<file path="src/rtl/mem_arb_pkg.sv">
// Shared encodings for the instruction/data memory arbiter: FSM state codes and
// the owner tag recording which requester holds the memory port.
package mem_arb_pkg;

    localparam logic [1:0] ST_IDLE = 2'd0;
    localparam logic [1:0] ST_ADDR = 2'd1;
    localparam logic [1:0] ST_WAIT = 2'd2;
    localparam logic [1:0] ST_DONE = 2'd3;

    typedef enum logic {
        OWNER_INST = 1'b0,
        OWNER_DATA = 1'b1
    } owner_t;

endpackage

</file>
<file path="src/rtl/mem_arbiter.sv">
// Two-requester memory arbiter: inst and data sides share one memory port, one
// transaction in flight. Define MEM_ARB_FAIRNESS_EN to hand inst the grant after data.
module mem_arbiter
    import mem_arb_pkg::*;
(
    input  logic        clka,
    input  logic        resetn,

    input  logic        inst_req,
    input  logic [31:0] inst_addr,
    output logic [31:0] inst_rdata,
    output logic        inst_data_ok,

    input  logic        data_req,
    input  logic        data_wr,
    input  logic [3:0]  data_wstrb,
    input  logic [31:0] data_addr,
    input  logic [31:0] data_wdata,
    output logic [31:0] data_rdata,
    output logic        data_data_ok,

    output logic        mem_req,
    output logic        mem_wr,
    output logic [3:0]  mem_wstrb,
    output logic [31:0] mem_addr,
    output logic [31:0] mem_wdata,
    input  logic        mem_addr_ok,
    input  logic        mem_data_ok,
    input  logic [31:0] mem_rdata,

    output logic        i_stall,
    output logic        d_stall,
    output logic        longest_stall
);

    logic [1:0]  state;
    logic [1:0]  state_next;
    owner_t      owner;
    logic [31:0] lat_addr;
    logic [31:0] lat_wdata;
    logic        lat_wr;
    logic [3:0]  lat_wstrb;
    logic        any_req;
    logic        grant_data;
    logic        resp_fire;

`ifdef MEM_ARB_FAIRNESS_EN
    owner_t last_owner;

    // After a data transaction, a waiting inst request goes ahead of data.
    always_comb begin
        grant_data = data_req & ~(inst_req & (last_owner == OWNER_DATA));
    end

    always_ff @(posedge clka or negedge resetn) begin
        if (!resetn) begin
            last_owner <= OWNER_INST;
        end else if (state == ST_DONE) begin
            last_owner <= owner;
        end
    end
`else
    always_comb begin
        grant_data = data_req;
    end
`endif

    assign any_req = inst_req | data_req;

    always_comb begin
        state_next = state;
        case (state)
            ST_IDLE: if (any_req) state_next = ST_ADDR;
            ST_ADDR: if (mem_addr_ok) state_next = mem_data_ok ? ST_DONE : ST_WAIT;
            ST_WAIT: if (mem_data_ok) state_next = ST_DONE;
            ST_DONE: state_next = ST_IDLE;
            default: state_next = ST_IDLE;
        endcase
    end

    // Memory response accepted this cycle; data_ok follows in the DONE cycle.
    assign resp_fire = (state_next == ST_DONE) && (state != ST_DONE);

    always_ff @(posedge clka or negedge resetn) begin
        if (!resetn) begin
            state <= ST_IDLE;
        end else begin
            state <= state_next;
        end
    end

    // Request fields are captured only at grant so later requester changes are ignored.
    always_ff @(posedge clka or negedge resetn) begin
        if (!resetn) begin
            owner     <= OWNER_INST;
            lat_addr  <= 32'h0;
            lat_wdata <= 32'h0;
            lat_wr    <= 1'b0;
            lat_wstrb <= 4'h0;
        end else if ((state == ST_IDLE) && any_req) begin
            if (grant_data) begin
                owner     <= OWNER_DATA;
                lat_addr  <= data_addr;
                lat_wdata <= data_wdata;
                lat_wr    <= data_wr;
                lat_wstrb <= data_wr ? data_wstrb : 4'h0;
            end else begin
                owner     <= OWNER_INST;
                lat_addr  <= inst_addr;
                lat_wdata <= 32'h0;
                lat_wr    <= 1'b0;
                lat_wstrb <= 4'h0;
            end
        end
    end

    always_ff @(posedge clka or negedge resetn) begin
        if (!resetn) begin
            inst_rdata   <= 32'h0;
            data_rdata   <= 32'h0;
            inst_data_ok <= 1'b0;
            data_data_ok <= 1'b0;
        end else begin
            inst_data_ok <= resp_fire && (owner == OWNER_INST);
            data_data_ok <= resp_fire && (owner == OWNER_DATA);
            if (resp_fire && !lat_wr) begin
                if (owner == OWNER_INST) begin
                    inst_rdata <= mem_rdata;
                end else begin
                    data_rdata <= mem_rdata;
                end
            end
        end
    end

    assign mem_req   = (state == ST_ADDR);
    assign mem_wr    = (state == ST_ADDR) & lat_wr;
    assign mem_wstrb = (state == ST_ADDR) ? lat_wstrb : 4'h0;
    assign mem_addr  = lat_addr;
    assign mem_wdata = lat_wdata;

    assign i_stall       = inst_req & ~inst_data_ok;
    assign d_stall       = data_req & ~data_data_ok;
    assign longest_stall = i_stall | d_stall;

endmodule

</file>
<file path="config.mk">
export PLATFORM = sky130hd
export DESIGN_NAME = mem_arbiter
export DESIGN_NICKNAME = d
export VERILOG_FILES = /design/src/rtl/mem_arb_pkg.sv /design/src/rtl/mem_arbiter.sv
export SDC_FILE = /design/constraint.sdc
export NUM_CORES = 1
export LEC_CHECK = 0
export ABC_AREA = 0
export BUFFER_PORTS_ARGS = -buffer_cell sky130_fd_sc_hd__buf_2
export CORE_MARGIN = 3
export CORE_UTILIZATION = 49
export DETAILED_ROUTE_END_ITERATION = 7
export PLACE_DENSITY = 0.87
export SYNTH_ARGS = -nofsm -noshare
export SYNTH_HDL_FRONTEND = slang
export SYNTH_SLANG_ARGS = --single-unit
</file>
<file path="constraint.sdc">
create_clock -name clka -period 4.5 [get_ports clka]
set_input_delay 0.9 -clock clka [delete_from_list [all_inputs] [get_ports clka]]
set_output_delay 0.9 -clock clka [all_outputs]
set_load 0.02 [all_outputs]
</file>
==> impl_metrics.json <==
{
  "run_status": "finished, final reports clean",
  "htreeDepth": 4,
  "syn_area_per_cell_um2": 15.9,
  "hold_viol": 0,
  "ys_seq_area_share_pct": 61.3,
  "ctsHoldBuffers": 0,
  "numCtsBuffers": 17,
  "post_cts_buffers": 0,
  "cts_resized": 0,
  "initial_utilization_pct": 51.0,
  "critPathLaunchType": "primary input",
  "timing.slew.headroom_pct": 24.0,
  "syn_nets": 492,
  "powerDensity_mw_per_mm2": 798,
  "cp_cell_sequence": "buf_2 -> inv_1 -> nor2_1 -> or2_2 -> buf_2",
  "cts_tree": "done",
  "leakagePower_nw": 3.97,
  "synth-seq-cells": 138,
  "grt_pass1_wl_um": 22300,
  "ys_top_cells_by_count": "138 x dfrtp_1, 96 x mux2_2, 33 x a22o_1, 30 x mux2_4, 8 x buf_2",
  "grt_pass1_vias": 4378,
  "place_hpwl_um": 10600,
  "worstSetupPathType": "in2out",
  "routabilityCongestion": 0.793,
  "antenna_found_initial": 2,
  "gr-usage-all-layers_pct": 22.2,
  "cp_common_cell": "buf_2",
  "tightest_slew_ns": 1.14,
  "cpMaxStageDelayCell": "buf_2",
  "rsz0062_at_grt": "false",
  "fmax_mhz": 330,
  "finalNetCount": 771,
  "fp.dieArea_mm2": 0.0128,
  "drtAntennaViolNets": 0,
  "path_clk_slew_ns": 0.05,
  "area_delta_synth_final_pct": 37.6,
  "clk_path_buf_depth": 2,
  "rows": 38,
  "yosysUniqueCellTypes": 25,
  "finClkSkew_ns": 0.0112,
  "yosys_warnings": 0,
  "crit_arrival_ns": 2.13,
  "drc": 0,
  "post_drt_wl_per_cell_um": 18.3,
  "vias_per_cell": 5.15,
  "routed_wl_um": 14400,
  "drive_gt1_share_pct": 68.8,
  "worstSkewPairLatency_ns": 0.40,
  "syn_inst": 353,
  "peakVddDrop_v": 0.000498,
  "coreArea_mm2": 0.0110,
  "vias": 4045,
  "synthFlopType": "dfrtp_1",
  "synth_top_cell_by_area": "dfrtp_1",
  "hp-class": "reg2reg",
  "slew_viol_final": 0,
  "finalPower_mw": 6.18,
  "ioPinCount": 278,
  "fp.dieW_um": 113,
  "cts_root_buffer": "clkbuf_16",
  "worst-path-max-fanout": 34,
  "period_share_pct": 67.4,
  "setup_tns_ns": 0,
  "dr.pass1.iters": 4,
  "synthTopCellsByArea": "dfrtp_1 61%, mux2_2 19%, mux2_4 8.0%",
  "finalCriticalPeriod_ns": 3.03,
  "nFillCells": 748,
  "grt_max_degree": 109,
  "io_buffers": 277,
  "drt-initial-drc-count": 131,
  "setup_viol": 0,
  "slowest_delay_ns": 0.58,
  "cp-end-kind": "primary output",
  "clkSinkCount": 138,
  "synth_top_cell_area_share_pct": 61.3,
  "cp.required_ns": 3.60,
  "syn-cell-area_mm2": 0.00563,
  "synth_edf_count": 0,
  "cap_violations": 0,
  "async_flop_share_pct": 100,
  "grt_overflow": 0,
  "die_y_um": 113,
  "yosys.cell_count.top_type": "dfrtp_1"
}
==> final cells by class <==
| cell class | instances | area [um^2] | area share [%] |
|---|---|---|---|
| clock inverters | 9 | 113 | 1.45 |
| repair buffers | 281 | 1420 | 18.4 |
| multi-input cells | 190 | 2070 | 26.7 |
| diodes | 1 | 2.50 | 0.0323 |
| well taps | 140 | 175 | 2.26 |
| clock buffers | 23 | 498 | 6.43 |
| flip-flops and latches | 138 | 3450 | 44.6 |
| inverters | 4 | 15.0 | 0.194 |
==> where the power goes <==
group	switching (mW)	leakage [nW]	internal [mW]
Clock	0.508	0.288	0.891
Combinational	1.46	2.00	1.15
Sequential	0.335	1.69	1.84
Total	2.30	3.97	3.88
==> placed cells by master, fill, tap and decap left out, drive strengths merged, types with 2 or more instances in the layout <==
master,Yosys,final
a22o,33,33
a32o,4,4
and2,5,5
buf,14,281
bufinv,0,2
clkbuf,7,23
clkinv,0,3
clkinvlp,0,4
dfrtp,138,138
inv,4,4
mux2,128,128
nand2,2,2
nor2,4,4
nor2b,2,2
o21ai,3,3
or2,2,2
==> critical path, delay by kind of cell <==
family / cells / cell delay (ns)
simple gates: 2 / 0.31
buf+inv: 3 / 0.91
==> cells by family after synthesis <==
logic type / Yosys count / share of synthesized area (%)
AOI/OAI and AO/OA: 43 / 6.73
muxes: 128 / 27.6
and+or+nand+nor: 19 / 1.87
buffers and inverters: 25 / 2.44
DFF: 138 / 61.3
==> sequential cells by signal (all words and copies together) (netlist names) <==
name,cells
data_rdata,32
inst_rdata,32
mem_addr,32
mem_wdata,32
lat_wstrb,4
state,2
data_data_ok,1
inst_data_ok,1
lat_wr,1
owner,1
==> worst paths after layout <==
check	start	endpoint	slack, ns	cells past startpoint
worst max-delay path	data_req	longest_stall	1.47	5
worst min-delay path	lat_wstrb[3]	lat_wstrb[3]	0.48	1
worst max register to register	state[0]	data_rdata[31]	2.17	3
worst min register to register	lat_wstrb[3]	lat_wstrb[3]	0.48	1
max in group asynchronous	resetn	lat_wstrb[0]	2.86	2
min in group asynchronous	resetn	data_rdata[3]	0.63	1
==> through the flow <==
stage          hold slack [ns]  utilization [%]  worst slack (ns)  instance area (um^2)  std cells
2_1_floorplan            0.448                -              1.95                  5630        353
3_3_place_gp             0.468             64.7              1.55                  7130        753
3_5_place_dp             0.477             64.7              1.47                  7130        753
4_1_cts                  0.489             70.2              1.46                  7740        785
5_1_grt                  0.513             70.2              1.37                  7740        786
6_report                 0.482             70.2              1.47                  7740        786
==> metal layers <==
layer  vias to the layer above  track usage (%)  routed length [um]
li1                       1841                -                   -
met1                      1987             24.1                5320
met2                       193             40.5                7510
met3                        22             7.75                1310
met4                         2             7.05                 222
met5                         -                0                  11
Note: power is estimated with default switching activity, not from simulation.
